$ cat config.mk
export PLATFORM = sky130hd
export DESIGN_NAME = icache_arb
export DESIGN_NICKNAME = d
export VERILOG_FILES = /design/src/rtl/icache_arb_pkg.sv /design/src/rtl/icache_arb.sv
export SDC_FILE = /design/constraint.sdc
export NUM_CORES = 1
export LEC_CHECK = 0
export CAP_MARGIN = 20
export CORE_AREA = 2 2 82 84
export DETAILED_ROUTE_END_ITERATION = 10
export DIE_AREA = 0 0 84 86
export MAX_ROUTING_LAYER = met4
export PLACE_DENSITY = 0.84
export SLEW_MARGIN = 0
export SYNTH_ARGS = -nofsm -noshare
export SYNTH_HDL_FRONTEND = slang
export SYNTH_SLANG_ARGS = --single-unit
$ cat constraint.sdc
create_clock -name clk -period 3.7 [get_ports clk]
set_input_delay 0.74 -clock clk [delete_from_list [all_inputs] [get_ports clk]]
set_output_delay 0.74 -clock clk [all_outputs]
set_load 0.01 [all_outputs]
$ cat src/rtl/icache_arb_pkg.sv
// Shared types for the instruction-cache arbiter: request/response structs,
// arbiter state encoding and the default starvation limit.
package icache_arb_pkg;

    localparam int XLEN = 32;
    localparam int STARVE_LIMIT_DEFAULT = 8;

    typedef struct packed {
        logic            req;
        logic            req_kill;
        logic            if_stall;
        logic            icache_flush;
        logic [XLEN-1:0] addr;
    } type_if2icache_s;

    typedef struct packed {
        logic            ack;
        logic            comp_ack;
        logic [XLEN-1:0] r_data;
    } type_icache2if_s;

    typedef enum logic [1:0] {
        ARB_FETCH,
        ARB_TO_DBG,
        ARB_DBG,
        ARB_TO_FETCH
    } type_icache_arb_states_e;

endpackage

$ cat src/rtl/icache_arb.sv
// Shares the icache between the fetch realigner (default owner, zero latency)
// and a debug instruction reader that is granted only at transaction boundaries.
module icache_arb
    import icache_arb_pkg::*;
#(
    parameter int STARVE_LIMIT = STARVE_LIMIT_DEFAULT
) (
    input  logic            rst_n,
    input  logic            clk,
    input  type_if2icache_s fetch2arb_i,
    output type_icache2if_s arb2fetch_o,
    input  logic            dbg_req_i,
    input  logic [XLEN-1:0] dbg_addr_i,
    output logic            dbg_ack_o,
    output logic [XLEN-1:0] dbg_rdata_o,
    output type_if2icache_s arb2icache_o,
    input  type_icache2if_s icache2arb_i,
    output logic            dbg_busy_o
);

    localparam int CNT_W = $clog2(STARVE_LIMIT + 1);
    localparam logic [CNT_W-1:0] LIMIT_V  = CNT_W'(STARVE_LIMIT);
    localparam logic [CNT_W-1:0] LIMIT_M1 = CNT_W'(STARVE_LIMIT - 1);

    type_icache_arb_states_e state, state_next;
    logic [CNT_W-1:0]        starve_cnt;
    logic                    flush_pend;
    logic                    starved;

    // The ack that brings the counter up to the limit is the last one fetch gets.
    assign starved = icache2arb_i.ack && (starve_cnt >= LIMIT_M1);

    always_ff @(posedge clk or negedge rst_n) begin
        if (!rst_n) begin
            state <= ARB_FETCH;
        end else begin
            state <= state_next;
        end
    end

    always_ff @(posedge clk or negedge rst_n) begin
        if (!rst_n) begin
            starve_cnt <= '0;
            flush_pend <= 1'b0;
        end else begin
            if (state == ARB_TO_DBG) begin
                starve_cnt <= '0;
            end else if (state == ARB_FETCH && icache2arb_i.ack && dbg_req_i
                         && starve_cnt != LIMIT_V) begin
                starve_cnt <= starve_cnt + 1'b1;
            end

            if (state == ARB_TO_FETCH) begin
                flush_pend <= 1'b0;
            end else if ((state == ARB_TO_DBG || state == ARB_DBG)
                         && fetch2arb_i.icache_flush) begin
                flush_pend <= 1'b1;
            end
        end
    end

    always_comb begin
        state_next                = state;
        arb2icache_o              = fetch2arb_i;
        arb2icache_o.icache_flush = fetch2arb_i.icache_flush | flush_pend;
        arb2fetch_o               = icache2arb_i;
        dbg_ack_o                 = 1'b0;

        case (state)
            ARB_FETCH: begin
                if (dbg_req_i && (!fetch2arb_i.req || fetch2arb_i.req_kill || starved)) begin
                    state_next = ARB_TO_DBG;
                end
            end

            ARB_TO_DBG: begin
                arb2icache_o.req          = 1'b0;
                arb2icache_o.req_kill     = 1'b0;
                arb2icache_o.icache_flush = 1'b0;
                arb2fetch_o.ack           = 1'b0;
                arb2fetch_o.comp_ack      = 1'b0;
                state_next                = ARB_DBG;
            end

            ARB_DBG: begin
                arb2icache_o.req          = 1'b1;
                arb2icache_o.req_kill     = 1'b0;
                arb2icache_o.if_stall     = 1'b0;
                arb2icache_o.icache_flush = 1'b0;
                arb2icache_o.addr         = dbg_addr_i;
                arb2fetch_o.ack           = 1'b0;
                arb2fetch_o.comp_ack      = 1'b0;
                // A dropped request abandons the access rather than waiting for its ack.
                if (!dbg_req_i) begin
                    arb2icache_o.req_kill = 1'b1;
                    state_next            = ARB_TO_FETCH;
                end else if (icache2arb_i.ack) begin
                    dbg_ack_o  = 1'b1;
                    state_next = ARB_TO_FETCH;
                end
            end

            ARB_TO_FETCH: begin
                arb2icache_o.req      = 1'b0;
                arb2icache_o.req_kill = 1'b0;
                arb2fetch_o.ack       = 1'b0;
                arb2fetch_o.comp_ack  = 1'b0;
                state_next            = ARB_FETCH;
            end

            default: begin
                state_next = ARB_FETCH;
            end
        endcase
    end

    assign dbg_rdata_o = icache2arb_i.r_data;
    assign dbg_busy_o  = (state != ARB_FETCH);

endmodule

==> results of run 1 <==
## metal layers
layer	global-route usage, %	up-vias	share of wire [%]
met5	-	-	0
met1	11.71	557	34
li1	-	589	-
met3	3.561	4	9.3
met2	24.00	86	56
met4	3.372	0	0.60
## worst max-delay path, delay by kind of cell (launching register included)
family	cells	cell delay (ns)
DFF	1	0.41
adders and majority gates	1	0.15
muxes	1	0.39
buffers and inverters	3	1.01
## report_power, final
group	switching, mW	internal (mW)	leakage, nW
registers	0.0230	0.102	0.0908
logic	0.346	0.504	0.730
clock network	0.0334	0.0729	0.0255
total	0.402	0.679	0.846
## Yosys cell counts, types with 2 or more instances
master / instances
sky130_fd_sc_hd__a21oi_1: 5
sky130_fd_sc_hd__a221oi_1: 2
sky130_fd_sc_hd__and2_1: 2
sky130_fd_sc_hd__and3_2: 2
sky130_fd_sc_hd__buf_2: 4
sky130_fd_sc_hd__buf_4: 64
sky130_fd_sc_hd__dfrtp_1: 7
sky130_fd_sc_hd__ha_1: 7
sky130_fd_sc_hd__inv_1: 6
sky130_fd_sc_hd__mux2_1: 6
sky130_fd_sc_hd__mux2_2: 26
sky130_fd_sc_hd__nand2_1: 4
sky130_fd_sc_hd__nand2b_1: 3
sky130_fd_sc_hd__nand3_1: 3
sky130_fd_sc_hd__nand3b_1: 2
sky130_fd_sc_hd__nor2_1: 6
sky130_fd_sc_hd__o21ai_0: 5
## logic make-up (layout without fill, tap and decap cells)
group           after synthesis  count (layout)  synth area share, %
mux                          32              32                25.35
buf+inv                      75             123                37.59
compound gates               16              16                7.218
simple gates                 28              28                11.36
flops                         7               7                12.32
fa+ha+maj                     7               7                6.162
## state kept, by name (all words and copies together), names as in the netlist
signal and cells:
flush_pend 1, state 2, starve_cnt 4
## stage by stage
step / hold slack (ns) / instances / cell area (µm²) / total power [mW] / utilization [%]
floorplan: 0.4444 / 165 / 1421 / 0.6305 / -
global placement: 0.4820 / 286 / 2135 / 0.9708 / 34.00
detailed placement: 0.4974 / 286 / 2135 / 0.9843 / 34.00
CTS: 0.5066 / 290 / 2181 / 1.102 / 34.74
global route: 0.5602 / 290 / 2181 / 1.163 / 34.74
finish: 0.5040 / 290 / 2181 / 1.081 / 34.74
## worst max path at each step
stage	startpoint	end	cells after the start
after floorplan	state[0]	arb2icache_o[0]	5
after global placement	dbg_req_i	dbg_ack_o	3
after detailed placement	dbg_req_i	dbg_ack_o	3
after CTS	state[0]	arb2icache_o[6]	5
after global routing	state[0]	arb2icache_o[0]	5
final	state[0]	arb2icache_o[30]	5
## cell type report
| type | instances | area (µm²) |
|---|---|---|
| fillers | 638 | 4096 |
| repair buffers | 113 | 1129 |
| multi-input cells | 83 | 711.9 |
| flip-flops and latches | 7 | 175.2 |
| well taps | 77 | 96.34 |
| clock buffers | 3 | 41.29 |
| inverters | 6 | 22.52 |
| clock inverters | 1 | 5.005 |
==> results.txt, run 1 <==
- Run status: complete, no violations
* Portion of synthesized cell area occupied by the leading cell type: between 30% and 40%
- Total congestion overflow after global routing: 0
- Number of port buffers: 112
* Post-synthesis async set-or-reset flop share: 100.0%
* Largest cells by area after synthesis: sky130_fd_sc_hd__buf_4 34%, sky130_fd_sc_hd__mux2_2 21%, sky130_fd_sc_hd__dfrtp_1 12%, sky130_fd_sc_hd__ha_1 6.2%, sky130_fd_sc_hd__mux2_1 4.8%
- The worst register-to-register path has a setup slack of 1.93 ns.
- Worst Slack Setup Final: 0.7694 ns
- At the placement stage, the worst setup path has a slack of 0.8203 ns.
- Counting every net in the synthesized netlist gives 277.
* Area of the die: 7224 µm²
* Flip-flop and latch count after synthesis: 7
- At the end of the flow, the number of nets in the layout was 326.
- Number of buffers between clock root and the deepest sink: 2
* Maxcap violations: 0
- The area growth from synthesis to layout is 53.43%.
- CP max stage cell: sky130_fd_sc_hd__clkdlybuf4s50_1
- After clock tree synthesis, the clock-pin slew on the worst setup and hold paths is 0.04 ns.
- Peak supply drop: approximately 200 µV
- STA classifies the critical path startpoint as a flop.
* Data required time at the worst endpoint: roughly 3 ns
- Worst clock skew on the final layout: 0.002085 ns
- Routed length per placed instance: 15.56 µm
- The detailed router finished its first iteration with 21 violations.
- The number of antenna diodes in the final layout is 0.
- The clock reaches the later pin of the worst-skew pair after 0.22 ns.
- The tree built by TritonCTS fans out to 7 sinks.
- For this design the static power due to leakage is roughly 0.85 nW.
* Setup tns final: 0 ns
* Number of rows created at floorplan: 29
- H-tree depth: 1
- Number of global-route vias before repair: 1317
* Cell Pwr Density: 495.7 nW/µm²
* Start point of the worst hold path: flush_pend
* FF-to-FF path depth: 5
* Critical Path, Cell by Cell: inv_1 > ha_1 > buf_4 > mux2_2 > clkdlybuf4s50_1
- The critical path is of the flop to output port type.
* First-pass detailed-route iteration total: 4
- The worst hold path passes through 2 cells.
- Counting flops with a built-in enable in the synthesized netlist gives 0.
* Max_slew headroom: a little over two thirds
* Warnings, synthesis: 0
* Overall fraction of global-route tracks in use: between 10% and 20%
- Data on the critical path arrives at its endpoint at 2.19 ns.
* Mean instance size in the synthesized netlist: 8.614 µm²
- Final Max Tran Viols: 0
* Upper clock frequency limit: 341.2 MHz
- Fraction of layout cells with a size suffix above 1: 16.43%
* Critical R2R Launch: state[0]
* Inserted Clock Buffers: 3
- DPL Wire Length: 3902 µm
- Hold-fix buffers, CTS: 0
- Of the available clock period, the critical path in the final layout requires 79.20%.
* Die height: 86 µm
- Tightest Hold Check Type: flop to flop
- Critical register-to-register path endpoint: state[1]
- STA classifies the critical path endpoint as an output port.
- Setup repair after global routing left no endpoint under its margin.
- Final estimated routing congestion in global placement: roughly 0.74
* Leading area contributor after synthesis: sky130_fd_sc_hd__buf_4
- For the pin with the worst max-slew slack, the measured transition is 0.4490 ns.
- Entering global routing, the biggest net connects 38 pins.
* Worst-case hold path end point: flush_pend
- Sequential area share after synthesis: 12.32%
- Main synth FF type: sky130_fd_sc_hd__dfrtp_1
- Most frequent standard cell in the layout excluding fill and tap cells: sky130_fd_sc_hd__clkdlybuf4s50_1
- Biggest cell delay along the critical path: 0.50 ns
- The clock period could shrink to 2.931 ns.
- Number of gates given a new drive strength after cts: 0
- TritonCTS built the clock tree.
- Using the TritonRoute via totals, the vias-per-cell ratio works out to 4.262.
* Unique masters post-synth: 28
* # setup viols final: 0
* ANT nets after route: 0
- Buffers inserted during post-CTS setup optimization: 0
- The number of antenna violations at the first check in global routing is 0.
* CP Max Fanout: 37
- Vias post-DR: about 1.2k
- Wires add up to 4511 µm.
* Global-route wire length before repair: 6789 µm
- The library cells used most frequently in the layout, excluding fill and tap cells, are 112 x sky130_fd_sc_hd__clkdlybuf4s50_1, 26 x sky130_fd_sc_hd__mux2_2, 7 x sky130_fd_sc_hd__ha_1, 7 x sky130_fd_sc_hd__dfrtp_1.
- Starting utilization of the core area: roughly 23%
- Die width: 84 µm
* I/O pin count: roughly 210
* Cell Area, Synth: 1421 µm²
- Fin. Hold Viols: 0
- The tree is rooted in a sky130_fd_sc_hd__clkbuf_8.
- The cell count after synthesis came out at roughly 170.
- Remaining design rule violation count: 0
- Standard cell core area: 6277 µm²
(Power assumes the default switching activity.)
==> run 2: changes to the inputs <==
Settings changed: CORE_AREA 2 2 82 84 to not set, CORE_UTILIZATION set to 22, DIE_AREA 0 0 84 86 to not set, PLACE_DENSITY 0.84 to 0.86.
Clock period 3.7 ns to 2.39 ns, I/O delays scaled along.
==> run 2 against run 1 <==
Compared with the run above: first-iteration DRC count rose to 3.0 times the previous value; critical path type unchanged; via count rose by 4.8%; clock power rose by 58%; combinational power rose by 76%; critical endpoint is now arb2icache_o[23]; global-route usage rose by 2.9 points; total power rose by 72%.
==> results.txt, run 2 (same netlist as run 1, synthesis figures left out) <==
- Sw frac: 36.13% (was 37.21%)
- CP max stage cell: sky130_fd_sc_hd__clkdlybuf4s50_1 (unchanged)
* Routed length per placed instance: 16.94 µm (was 15.56 µm)
* Top register by number of flip-flops: starve_cnt (unchanged)
- Area of the die: 6786 µm² (was 7224 µm²)
- The number of antenna violations at the first check in global routing is 0 (unchanged).
* Endpoint type of the worst setup path: output port (unchanged)
* ANT nets after route: 0 (unchanged)
* Max_slew headroom: 76.39% (was 70.07%)
- The die boundary width came to 82.38 µm (was 84 µm).
- CTS tree: yes (unchanged)
- Fraction of layout cells with a size suffix above 1: 21.78% (was 16.43%)
* Biggest cell delay along the critical path: 0.48 ns (was 0.50 ns)
- The path class of the lowest-slack min-delay path is flop to flop (unchanged).
- The required arrival time at the worst endpoint is 1.91 ns (was 2.96 ns).
- The final wirelength was 5083 µm (was 4511 µm).
- The remaining global-route overflow came to 0 (unchanged).
- The maximum vdd ir drop came to 272.6 µV (was 200.9 µV).
* Vias post-DR: 1295 (was 1236)
* Clock root buffer: sky130_fd_sc_hd__clkbuf_8 (unchanged)
- Commonest non-fill, non-tap cells in the layout: 80 x sky130_fd_sc_hd__clkdlybuf4s50_1, 31 x sky130_fd_sc_hd__dlymetal6s2s_1, 26 x sky130_fd_sc_hd__mux2_2 (was 112 x sky130_fd_sc_hd__clkdlybuf4s50_1, 26 x sky130_fd_sc_hd__mux2_2, 7 x sky130_fd_sc_hd__ha_1, 7 x sky130_fd_sc_hd__dfrtp_1).
- The number of buffers created by CTS was 3 (unchanged).
- Most frequent standard cell in the layout excluding fill and tap cells: sky130_fd_sc_hd__clkdlybuf4s50_1 (unchanged)
* Diodes inserted: 0 (unchanged)
- The total negative setup slack is 0 ns (unchanged).
- Power dissipated by switching net loads: 0.6709 mW (was 0.4023 mW)
- The number of buffers inserted by port buffering came to 112 (unchanged).
- The leakage power figure was 1.199 nW (was 0.8458 nW).
- Final Max Tran Viols: 0 (unchanged)
* Critical Path, Cell by Cell: inv_2 > ha_4 > buf_12 > mux2_2 > clkdlybuf4s50_1 (was inv_1 > ha_1 > buf_4 > mux2_2 > clkdlybuf4s50_1)
* Overall fraction of global-route tracks in use: 15.21% (was 12.28%)
* Minimum clock period: 2.314 ns
* RSZ-0062 raised after global routing: no (unchanged)
- The synthesis-to-layout area growth was 68.13% (was 53.43%).
* Final estimated routing congestion in global placement: 0.7226 (was 0.7449)
- Count of placed standard cells in the final layout, fillers left out: 300 (was 290)
- Instance area at placement: 2160 µm² (was 2135 µm²)
- The gate family responsible for the most delay along the worst path is buffers and inverters (unchanged).
* Combinational Power Share: 80.6% (was 78.6%)
- The clock group share of total power is 9.1% (was 9.8%).
- The flip-flop and latch area came to 176.4 µm² (was 175.2 µm²).
- DPL Wire Length: 4120 µm (was 3902 µm)
* Reg clk slew, reported paths: 0.04 ns (about the same)
- The worst path uses 96.84% of the clock period.
- Largest registers: starve_cnt x4, state x2, flush_pend x1 (unchanged)
* Starting DRT DRC Count: 62 (was 21)
- Remaining design rule violation count: 0 (unchanged)
* Final net count: 338 (was 326)
- Largest net degree at the start of global routing: 20 (was 38)
- Number of flip-flops under the largest register name: 4 (unchanged)
* Type of the setup path with the least slack: flop to output port (unchanged)
* Hold-fix buffers, CTS: 0 (unchanged)
- The core outline area came to 6061 µm² (was 6277 µm²).
- Via density per instance: 4.317 (was 4.262)
- Post-placement cell count: 286 (unchanged)
* Maxcap violations: 0 (unchanged)
- Upper clock frequency limit: 432.1 MHz
* Post-route cell area: 2390 µm² (was 2181 µm²)
- The number of top-level design ports is 209 (unchanged).
* Part of the total power dissipated in sequential elements: 10.3% (was 11.5%)
* Tightest Pin Transition: 0.3531 ns (was 0.4490 ns)
* Buffers and inverters on the worst path: 3 (unchanged)
- The post-route clock skew came to 0.001655 ns (was 0.002085 ns).
- Number of buffers between clock root and the deepest sink: 2 (unchanged)
* Die height: 82.38 µm (was 86 µm)
- The initial cell density of the core was 23.45% (was 22.64%).
- The startpoint kind of the worst setup timing path is a flop (unchanged).
- The highest fanout seen on the critical path was 14 (was 37).
- Cell Pwr Density: 777.0 nW/µm² (was 495.7 nW/µm²)
- First-pass detailed-route iteration total: 4 (unchanged)
* Fin. Hold Viols: 0 (unchanged)
* Global-route wire length before repair: 7314 µm (was 6789 µm)
- The multi-input combinational cell area came to 724.4 µm² (was 711.9 µm²).
- The arrival time of data at the critical path endpoint was 1.84 ns (was 2.19 ns).
- Clock insertion delay at the later pin of the skew report: 0.23 ns (was 0.22 ns)
- Run status: complete, no violations (unchanged)
- The total clock sinks was 7 (unchanged).
- The number of levels in the clock H-tree is 1 (unchanged).
- The internal portion of total power came to 1.186 mW (was 0.6788 mW).
- Number of rows created at floorplan: 28 (was 29)
* # setup viols final: 0 (unchanged)
- Layout filler cell count: 585 (was 638)
- The via count of the first global-routing pass was 1378 (was 1317).
[run 2: worst paths after layout]
path / startpoint / slack, ns / end / cells past startpoint
setup reg to reg: state[1] / 0.72 / starve_cnt[2] / 5
hold reg to reg: flush_pend / 0.51 / flush_pend / 2
max in group asynchronous: rst_n / 1.58 / state[1] / 1
hold / removal: flush_pend / 0.51 / flush_pend / 2
setup / recovery: state[0] / 0.08 / arb2icache_o[23] / 5
min in group asynchronous: rst_n / 0.53 / starve_cnt[3] / 1
[run 2: area by class of cell]
| type | count | area share (%) |
|---|---|---|
| repair buffers | 125 | 55.55 |
| well taps | 75 | 3.927 |
| inverters | 6 | 0.9424 |
| flip-flops and latches | 7 | 7.382 |
| clock buffers | 4 | 1.885 |
| multi-input cells | 83 | 30.31 |
[run 2: stage by stage]
| step | power [mW] | util, % | worst slack, ns | hold WS (ns) |
|---|---|---|---|---|
| finish | 1.857 | 39.43 | 0.07550 | 0.5095 |
| global route | 1.989 | 39.43 | 0.008463 | 0.5348 |
| CTS | 1.821 | 37.01 | 0.002891 | 0.5207 |
| detailed placement | 1.550 | 35.63 | 0.09529 | 0.5116 |
| global placement | 1.531 | 35.63 | 0.1183 | 0.4858 |
| floorplan | 0.9761 | - | 0.5057 | 0.1824 |
[run 2: timing repair]
item | CTS | global route
pin swaps | 0 | 0
gates resized for setup | 5 | 32
setup endpoints to repair | 33 | 33
buffers inserted | 0 | 9
cloned | 1 | 0
hold endpoints to repair | 0 | 0
[run 2: power groups by stage]
stage | clock (mW) | sequential (mW) | combinational [mW]
finish | 0.168 | 0.192 | 1.50
CTS | 0.175 | 0.190 | 1.46
detailed placement | 0 | 0.187 | 1.36
global route | 0.186 | 0.200 | 1.60
global placement | 0 | 0.185 | 1.35
floorplan | 0 | 0.185 | 0.791
[run 2: routing by layer]
metal	up-vias	wire (µm)	GRT usage, %
li1	611	-	-
met5	-	0	-
met2	90	2865	29.34
met1	589	1710	15.17
met3	5	492	3.846
met4	0	14	3.509
[run 2: worst min-delay path, cell delays in order (launching register included)]
cell and delay [ns]:
sky130_fd_sc_hd__dfrtp_1 0.34, sky130_fd_sc_hd__a21oi_1 0.04, sky130_fd_sc_hd__nor2_1 0.08
